### src/rtl/cpu_read_port.sv
// cpu_read_port: 8051 multiplexed-bus read responder with a sample FIFO
// Ports:
//   clock, rst_n          system clock (posedge) and async active-low reset
//   cs_n, abus, ale, r_n  8051 chip select, high address byte, ALE and read strobe
//   dbus_in               data bus as seen by the chip (low address byte during ALE)
//   dbus_out, dbus_oe     read data and its output enable for the top-level tristate
//   y_valid, y            filter output sample strobe and value, pushed into the FIFO
//   fifo_count            FIFO occupancy, 0..DEPTH
//   data_ready            FIFO not empty
module cpu_read_port #(
    parameter int          DEPTH     = 16,
    parameter int          AW        = 4,
    parameter logic [15:0] BASE_ADDR = 16'h8000,
    parameter logic [7:0]  ID_VALUE  = 8'hA5
) (
    input  logic          clock,
    input  logic          rst_n,
    input  logic          cs_n,
    input  logic [7:0]    abus,
    input  logic          ale,
    input  logic          r_n,
    input  logic [7:0]    dbus_in,
    output logic [7:0]    dbus_out,
    output logic          dbus_oe,
    input  logic          y_valid,
    input  logic [7:0]    y,
    output logic [AW:0]   fifo_count,
    output logic          data_ready
);
    localparam logic [0:0] IDLE  = 1'b0;
    localparam logic [0:0] DRIVE = 1'b1;

    // Control pipes: bit 0 = stage 1, bit 1 = stage 2, bit 2 = stage-3 copy for edge detection
    logic [2:0]    cs_p, ale_p, r_p;
    logic [7:0]    abus_s1, abus_s2, dbus_s1, dbus_s2;
    logic [15:0]   addr;
    logic [0:0]    state;
    logic          overflow;
    logic [AW-1:0] wr_ptr, rd_ptr;
    logic [7:0]    mem [DEPTH];
    logic          ale_fall, r_fall, r_rise, cs_rise, hit, empty, full;
    logic          finish, pop, push, ovf_set, clr_ovf;
    logic [1:0]    off;
    logic [4:0]    cnt_sat;
    logic [7:0]    read_byte;
    logic [AW:0]   count_nxt;

    always_ff @(posedge clock or negedge rst_n) begin
        if (!rst_n) begin
            cs_p    <= 3'b111;
            ale_p   <= 3'b111;
            r_p     <= 3'b111;
            abus_s1 <= '0;
            abus_s2 <= '0;
            dbus_s1 <= '0;
            dbus_s2 <= '0;
        end else begin
            cs_p    <= {cs_p[1:0], cs_n};
            ale_p   <= {ale_p[1:0], ale};
            r_p     <= {r_p[1:0], r_n};
            abus_s1 <= abus;
            abus_s2 <= abus_s1;
            dbus_s1 <= dbus_in;
            dbus_s2 <= dbus_s1;
        end
    end

    assign ale_fall = ~ale_p[1] & ale_p[2];
    assign r_fall   = ~r_p[1] & r_p[2];
    assign r_rise   = r_p[1] & ~r_p[2];
    assign cs_rise  = cs_p[1] & ~cs_p[2];
    assign hit      = addr[15:2] == BASE_ADDR[15:2];
    assign off      = addr[1:0];
    assign empty    = fifo_count == '0;
    assign full     = fifo_count == (AW+1)'(DEPTH);
    assign cnt_sat  = (32'(fifo_count) > 32'd31) ? 5'd31 : 5'(fifo_count);

    always_comb begin
        read_byte = off == 2'd0 ? (empty ? 8'h00 : mem[rd_ptr]) :
                    off == 2'd1 ? {empty, full, overflow, cnt_sat} :
                    off == 2'd2 ? 8'h00 : ID_VALUE;
    end

    // r_n rise takes precedence over a simultaneous cs_n rise, so that strobe completes normally
    assign finish    = (state == DRIVE) & r_rise;
    assign pop       = finish & (off == 2'd0) & ~empty;
    assign clr_ovf   = finish & (off == 2'd1);
    // A pop in the same clock frees a slot, so a push while full is still accepted
    assign push      = y_valid & (~full | pop);
    assign ovf_set   = y_valid & full & ~pop;
    assign count_nxt = fifo_count + (AW+1)'(push) - (AW+1)'(pop);

    always_ff @(posedge clock or negedge rst_n) begin
        if (!rst_n) begin
            addr <= '0;
        end else if (ale_fall && !cs_p[1]) begin
            addr <= {abus_s2, dbus_s2};
        end
    end

    always_ff @(posedge clock or negedge rst_n) begin
        if (!rst_n) begin
            state    <= IDLE;
            dbus_out <= '0;
            dbus_oe  <= 1'b0;
        end else if (state == IDLE) begin
            if (r_fall && !cs_p[1] && hit) begin
                dbus_out <= read_byte;
                dbus_oe  <= 1'b1;
                state    <= DRIVE;
            end
        end else if (r_rise || cs_rise) begin
            dbus_oe <= 1'b0;
            state   <= IDLE;
        end
    end

    always_ff @(posedge clock) begin
        if (push) begin
            mem[wr_ptr] <= y;
        end
    end

    always_ff @(posedge clock or negedge rst_n) begin
        if (!rst_n) begin
            wr_ptr     <= '0;
            rd_ptr     <= '0;
            fifo_count <= '0;
            data_ready <= 1'b0;
            overflow   <= 1'b0;
        end else begin
            if (push) wr_ptr <= wr_ptr + 1'b1;
            if (pop) rd_ptr <= rd_ptr + 1'b1;
            fifo_count <= count_nxt;
            data_ready <= count_nxt != '0;
            overflow   <= ovf_set | (overflow & ~clr_ovf);
        end
    end
endmodule

### config.mk
export PLATFORM = sky130hd
export DESIGN_NAME = cpu_read_port
export DESIGN_NICKNAME = d
export VERILOG_FILES = /design/src/rtl/cpu_read_port.sv
export SDC_FILE = /design/constraint.sdc
export NUM_CORES = 1
export LEC_CHECK = 0
export ABC_AREA = 1
export ABC_CLOCK_PERIOD_IN_PS = 4300
export CELL_PAD_IN_SITES_DETAIL_PLACEMENT = 1
export CELL_PAD_IN_SITES_GLOBAL_PLACEMENT = 2
export CORE_AREA = 2 2 143 145
export DETAILED_ROUTE_END_ITERATION = 16
export DIE_AREA = 0 0 145 147
export DONT_BUFFER_PORTS = 1
export GPL_ROUTABILITY_DRIVEN = 0
export PLACE_DENSITY_LB_ADDON = 0.25
export SYNTH_ARGS = -nofsm -noshare
export SYNTH_HDL_FRONTEND = slang
export SYNTH_SLANG_ARGS = --single-unit
export TNS_END_PERCENT = 30
### constraint.sdc
create_clock -name clock -period 4.3 [get_ports clock]
set_input_delay 0.86 -clock clock [delete_from_list [all_inputs] [get_ports clock]]
set_output_delay 0.86 -clock clock [all_outputs]
set_load 0.01 [all_outputs]
==> flow_summary.yaml, run 1 <==
pwr:
  intPower_mw: 3.73
  switching_share_pct: 25.5
  clkPwrFrac_pct: 38.6
  p_comb_share_pct: 12.0
  leakage_nw: 4.21
  switchingPower_mw: 1.28
  seqPwrFrac_pct: 49.4
  power.total_mw: 5.01
  powerDensity_nw_per_um2: 520
  ir_worst_vdd_v: 0.000331
timing:
  setup_viol: 0
  worst_slack_ns: 1.32
  clock-skew-final_ns: 0.0197
  worst-slew-pin-transition_ns: 1.14
  grt_setup_unrepaired: "no"
  period_share_pct: 69.3
  min_period_ns: 2.98
  max_freq_mhz: 336
  slew_headroom_pct: 23.9
  maxSlewViolCount: 0
  finalHoldViolCount: 0
  tns_ns: 0
floorplan:
  core_area_um2: 19800
  die_area_um2: 21300
  die_h_um: 147
  initial_core_util_pct: 43.9
  ios: 45
  row_count: 52
  die_width_um: 145
detailed_routing:
  wire_per_inst_um: 19.6
  drt-vias-per-instance: 4.98
  wl_mm: 21.5
  drc: 0
  drt_iter0_drc: 391
  dr.pass1.iters: 4
  vias: 5455
  antenna_left: 0
logic_synthesis:
  ys_seq_area_share_pct: 67.8
  synth_compound_area_share_pct: 1.42
  yosys.area_share.simple_pct: 18.7
  synth_ff_type: "edfxtp_1"
  synth_mux_area_share_pct: 1.42
  ys_async_sr_fraction_pct: 39.0
  yosys_register_bits: 210
  syn_area_um2: 8710
  synth-adder-area-share_pct: 1.67
  synth_common_cells: "nand2_1, inv_1, edfxtp_1"
  yosys.area.top_type: "edfxtp_1"
  yosysMostFrequentCell: "nand2_1"
  synth_nets: 855
  synth_top_family_by_area: "simple AND/OR/NAND/NOR gates"
  synth_top_area_share_pct: 44.1
  yosys_warnings: 0
  ys_types: 31
  synth_edf_count: 128
  synth-xor-area-share_pct: 0.905
  syn_avg_cell_area_um2: 10.7
  synthTopCellsByArea: "edfxtp_1, dfrtp_1, nand2_1"
  synth_cells: 814
clocking:
  cts_resized: 0
  root_buffer: "clkbuf_16"
  clkSinkCount: 210
  cts_tree: "yes"
  htreeDepth: 1
  clk_latency_ns: 0.51
  cts_hold_buf: 0
  clkTransAtPathRegs_ns: 0.06
  cts_buffers: 23
  post_cts_buffers: 0
  cts_max_path_buffers: 3
outcome:
  status: "finished clean"
global_route:
  grt_overflow: 0
  grt_pass1_vias: 5902
  grt_pass1_wl_mm: 33.4
  grtUsageTotal_pct: 20.6
  antenna_found_initial: 0
  grt_max_degree: 83
layout:
  design_area_um2: 9630
  insertedDiodeCount: 0
  drive_above_1_share_pct: 8.00
  fin_nets: 851
  syn_to_final_growth_pct: 10.5
setup_path:
  startpoint_type: "flip-flop"
  crit_arrival_ns: 3.09
  r2r_slack_ns: 1.32
  cp_cell_sequence: "inv_1 > ha_1 > nand2_1 > nor2_1 > nand2_2 > nand2_1 > nor2_4 > nand2_4 > nand2_4 > nand2_4 > nor3_1"
  crit_path_end_kind: "flip-flop"
  worstPathRequired_ns: 4.41
  cpMostUsedCell: "nand2_4"
  cpPeakStageDelay_ns: 0.89
  cp_max_fo: 21
  crit_type: "reg2reg"
  slowest_stage: "nor3_1"
hold_path:
  hold_class: "in2async"
place:
  dp_slack_ns: 1.31
  place.port_buffers: 0
  dpl.hpwl_mm: 14.1
  post_dp_cell_area_um2: 8890
flow_run:
  drv_cap: 0
==> critical path, delay by kind of cell, from the launching register on <==
kind	cells	cell delay, ns
AND/OR/NAND/NOR	9	1.84
flip-flops	1	0.42
adder cells (fa/ha/maj)	1	0.19
buffers and inverters	1	0.11
==> state kept, by name (all words and copies together) (netlist names), 4 cells and up <==
signal / cells
wr_ptr: 4
dbus_s1: 8
mem: 128
dbus_out: 8
addr: 16
rd_ptr: 4
abus_s1: 8
dbus_s2: 8
fifo_count: 5
abus_s2: 8
==> cell usage in the layout (no fill, tap or decap), drive strengths merged, types with 3 or more instances in the layout <==
master,n
a21oi,19
bufinv,3
clkbuf,28
clkinv,8
dfrtp,73
dfstp,9
edfxtp,128
ha,10
inv,142
mux2,11
nand2,215
nand3,108
nor2,32
nor3,19
o21ai,3
xor2,7
==> layer usage <==
layer,routed length [µm],vias up,global-route usage (%),part of all wire [%]
met4,432,0,5.54,2.0
met2,10300,103,35.0,48
met5,0,-,0,0
met3,1300,34,3.51,6.1
met1,9440,2723,27.7,44
li1,-,2595,-,-
==> stage by stage <==
step	instances	util, %	hold slack, ns
3_3_place_gp	1055	44.8	0.333
3_5_place_dp	1055	44.8	0.336
6_report	1095	48.5	0.0386
2_1_floorplan	814	-	0.331
4_1_cts	1095	48.5	0.0189
5_1_grt	1095	48.5	0.0178
==> path summary, 6_finish.rpt <==
path                               start            end  cells after the start
setup reg to reg           fifo_count[3]      mem[6][6]                     11
setup / recovery           fifo_count[3]      mem[6][6]                     11
min in group clock                   r_n         r_p[0]                      0
hold reg to reg               dbus_s1[6]     dbus_s2[6]                      0
max in group asynchronous          rst_n        cs_p[1]                      0
hold / removal                     rst_n  fifo_count[3]                      0
==> kinds of logic after synthesis <==
kind of cell	Yosys count
AO/OA/AOI/OAI	24
XOR/XNOR	9
adder cells (fa/ha/maj)	11
buffers and inverters	172
flip-flops	210
multiplexers	11
AND/OR/NAND/NOR	377
==> power by group through the flow <==
stage               Combinational (mW)  Clock, mW  Sequential (mW)
floorplan                        0.439          0             2.48
global placement                 0.582          0             2.50
detailed placement               0.608          0             2.51
CTS                              0.612       1.97             2.47
global route                     0.678       2.05             2.49
finish                           0.602       1.93             2.47
==> cell type report <==
| class | instances | area [µm²] |
|---|---|---|
| Clock buffer | 28 | 604 |
| Clock inverter | 12 | 136 |
| Sequential cell | 210 | 5910 |
| Fill cell | 2147 | 10200 |
| Inverter | 141 | 529 |
| Timing Repair Buffer | 2 | 15.0 |
| Multi-Input combinational cell | 432 | 2100 |
| Tap cell | 270 | 338 |
(Power assumes the default switching activity.)
==> run 2: changes to the inputs <==
ABC_CLOCK_PERIOD_IN_PS = 2500   (was 4300)
CORE_AREA = 2 2 155 157   (was 2 2 143 145)
DIE_AREA = 0 0 157 159   (was 0 0 145 147)
clock period = 2.5 ns   (was 4.3 ns; I/O delays follow)
==> flow_summary.yaml, run 2 (same netlist as run 1, synthesis figures left out) <==
pwr:
  clkPwrFrac_pct: 37.5
  ir_worst_vdd_v: 0.000588
  switchingPower_mw: 2.42
  p_comb_share_pct: 15.9
  powerDensity_nw_per_um2: 875
  intPower_mw: 6.59
  leakage_nw: 4.49
  seqPwrFrac_pct: 46.6
  power.total_mw: 9.01
  switching_share_pct: 26.9
flow_run:
  drv_cap: 0
floorplan:
  core_area_um2: 23200
  initial_core_util_pct: 37.6
  die_area_um2: 25000
  die_width_um: 157
  row_count: 56
  die_h_um: 159
  ios: 45
timing:
  setup_viol: 0
  clock-skew-final_ns: 0.0153
  slew_headroom_pct: 49.2
  maxSlewViolCount: 0
  finalHoldViolCount: 0
  grt_setup_unrepaired: "yes"
  worst-slew-pin-transition_ns: 0.761
  period_share_pct: 97.3
  min_period_ns: 2.43
  max_freq_mhz: 411
  holdWs_ns: 0.0897
layout:
  design_area_um2: 10300
  largest_register_ffs: 128
  layout_commonest_cell: "nand2_1"
  fin_nets: 907
  drive_above_1_share_pct: 13.7
  syn_to_final_growth_pct: 18.2
  fillCellCount: 2495
  insertedDiodeCount: 0
  top_regs: "mem x128, addr x16"
  mostFrequentLayoutCells: "nand2_1, inv_1, edfxtp_1, nand3_1, dfrtp_1"
  largest_register: "mem"
global_route:
  grt_use_met2_pct: 28.6
  busiest_layer: "met2"
  grt_overflow: 0
  grt_pass1_vias: 6040
  gr-usage-met1_pct: 25.6
  antenna_found_initial: 0
  grt_max_degree: 83
  grtUsageMet3_pct: 2.83
  grt_pass1_wl_mm: 34.5
  grtUsageTotal_pct: 18.0
clocking:
  htreeDepth: 1
  clkSinkCount: 210
  cts_max_path_buffers: 3
  clk_latency_ns: 0.51
  cts_tree: "yes"
  cts_buffers: 23
  clkTransAtPathRegs_ns: 0.07
  root_buffer: "clkbuf_16"
setup_path:
  crit_start: "fifo_count[3]"
  crit_type: "reg2reg"
  worstPathRequired_ns: 2.89
  crit_path_end_kind: "flip-flop"
  cp_max_fo: 3
  startpoint_type: "flip-flop"
  crit_arrival_ns: 2.82
  r2r-start: "fifo_count[3]"
hold_path:
  hold_class: "in2reg"
  hold_path.startpoint: "y[5]"
detailed_routing:
  antenna_left: 0
  drc: 0
  drt_iter0_drc: 308
  wire_per_inst_um: 18.6
  drt-vias-per-instance: 4.68
  vias: 5629
  wl_mm: 22.3
  dr.pass1.iters: 4
place:
  place.port_buffers: 0
  dpl.hpwl_mm: 14.4
  post_dp_cell_area_um2: 9190
outcome:
  status: "finished clean"
## run 2: cell types whose count changed in the layout (fill, tap and decap cells not counted), sizes merged
cell         previous run  this run
buf                     2        38
dlygate4sd3             0        20
clkinvlp                0         6
clkinv                  8         6
bufinv                  3         2
inv                   142       141
## run 2: worst paths after layout
| check | to | slack [ns] | cells past startpoint |
|---|---|---|---|
| max | data_ready | 0.07 | 15 |
| min | mem[13][5] | 0.09 | 0 |
| max reg2reg | data_ready | 0.07 | 15 |
| min reg2reg | dbus_s2[0] | 0.34 | 0 |
| max in group asynchronous | r_p[1] | 1.57 | 2 |
| min in group asynchronous | addr[14] | 0.60 | 2 |
## run 2: metal layers
metal	routed length, µm	part of all wire, %
met5	0	0
met4	563	2.5
met3	1100	4.9
met2	10600	47
met1	10100	45
## run 2: layout make-up
cell class                 instances  area (µm²)  share of cell area [%]
tap                              319         399                    3.88
multi-input combinational        432        2180                    21.2
sequential                       210        5910                    57.4
clock buffer                      28         626                    6.08
timing repair buffer              58         518                    5.03
clock inverter                    14         136                    1.32
inverter                         141         529                    5.14
## run 2: power by group through the flow
stage | registers, mW | logic [mW] | clock network (mW)
4_1_cts | 4.20 | 1.28 | 3.46
5_1_grt | 4.24 | 1.60 | 3.60
2_1_floorplan | 4.26 | 0.756 | 0
3_3_place_gp | 4.24 | 1.18 | 0
6_report | 4.20 | 1.43 | 3.38
3_5_place_dp | 4.27 | 1.23 | 0
## run 2: repair_timing
| action | CTS | global route |
|---|---|---|
| buffers inserted | 1 | 4 |
| hold buffers | 6 | 15 |
| resized for setup | 2 | 16 |
| endpoints found under the hold margin | 86 | 15 |
| endpoints found under the setup margin | 1 | 16 |
| pin swaps | 1 | 11 |
## run 2: critical path, cell delays in order (launching register included)
cell and delay, ns:
dfrtp_1 0.36, inv_2 0.07, ha_4 0.16, nand2_4 0.06
nor2_4 0.04, nand2_2 0.08, nand2_2 0.07, nor2_4 0.14
nand2_4 0.06, nand3_2 0.09, nand2_2 0.08, ha_4 0.17
fa_2 0.39, xor2_2 0.17, nor4_2 0.27, nand2_1 0.10
## run 2: metrics by stage
| stage | utilization, % | setup slack, ns | setup TNS (ns) | instances |
|---|---|---|---|---|
| CTS | 43.3 | 0.0109 | 0 | 1183 |
| global placement | 39.6 | 0.0924 | 0 | 1134 |
| floorplan | - | 0.00650 | 0 | 814 |
| detailed placement | 39.6 | -0.0217 | -0.0217 | 1134 |
| finish | 44.4 | 0.0674 | 0 | 1202 |
| global route | 44.4 | -0.128 | -0.128 | 1202 |
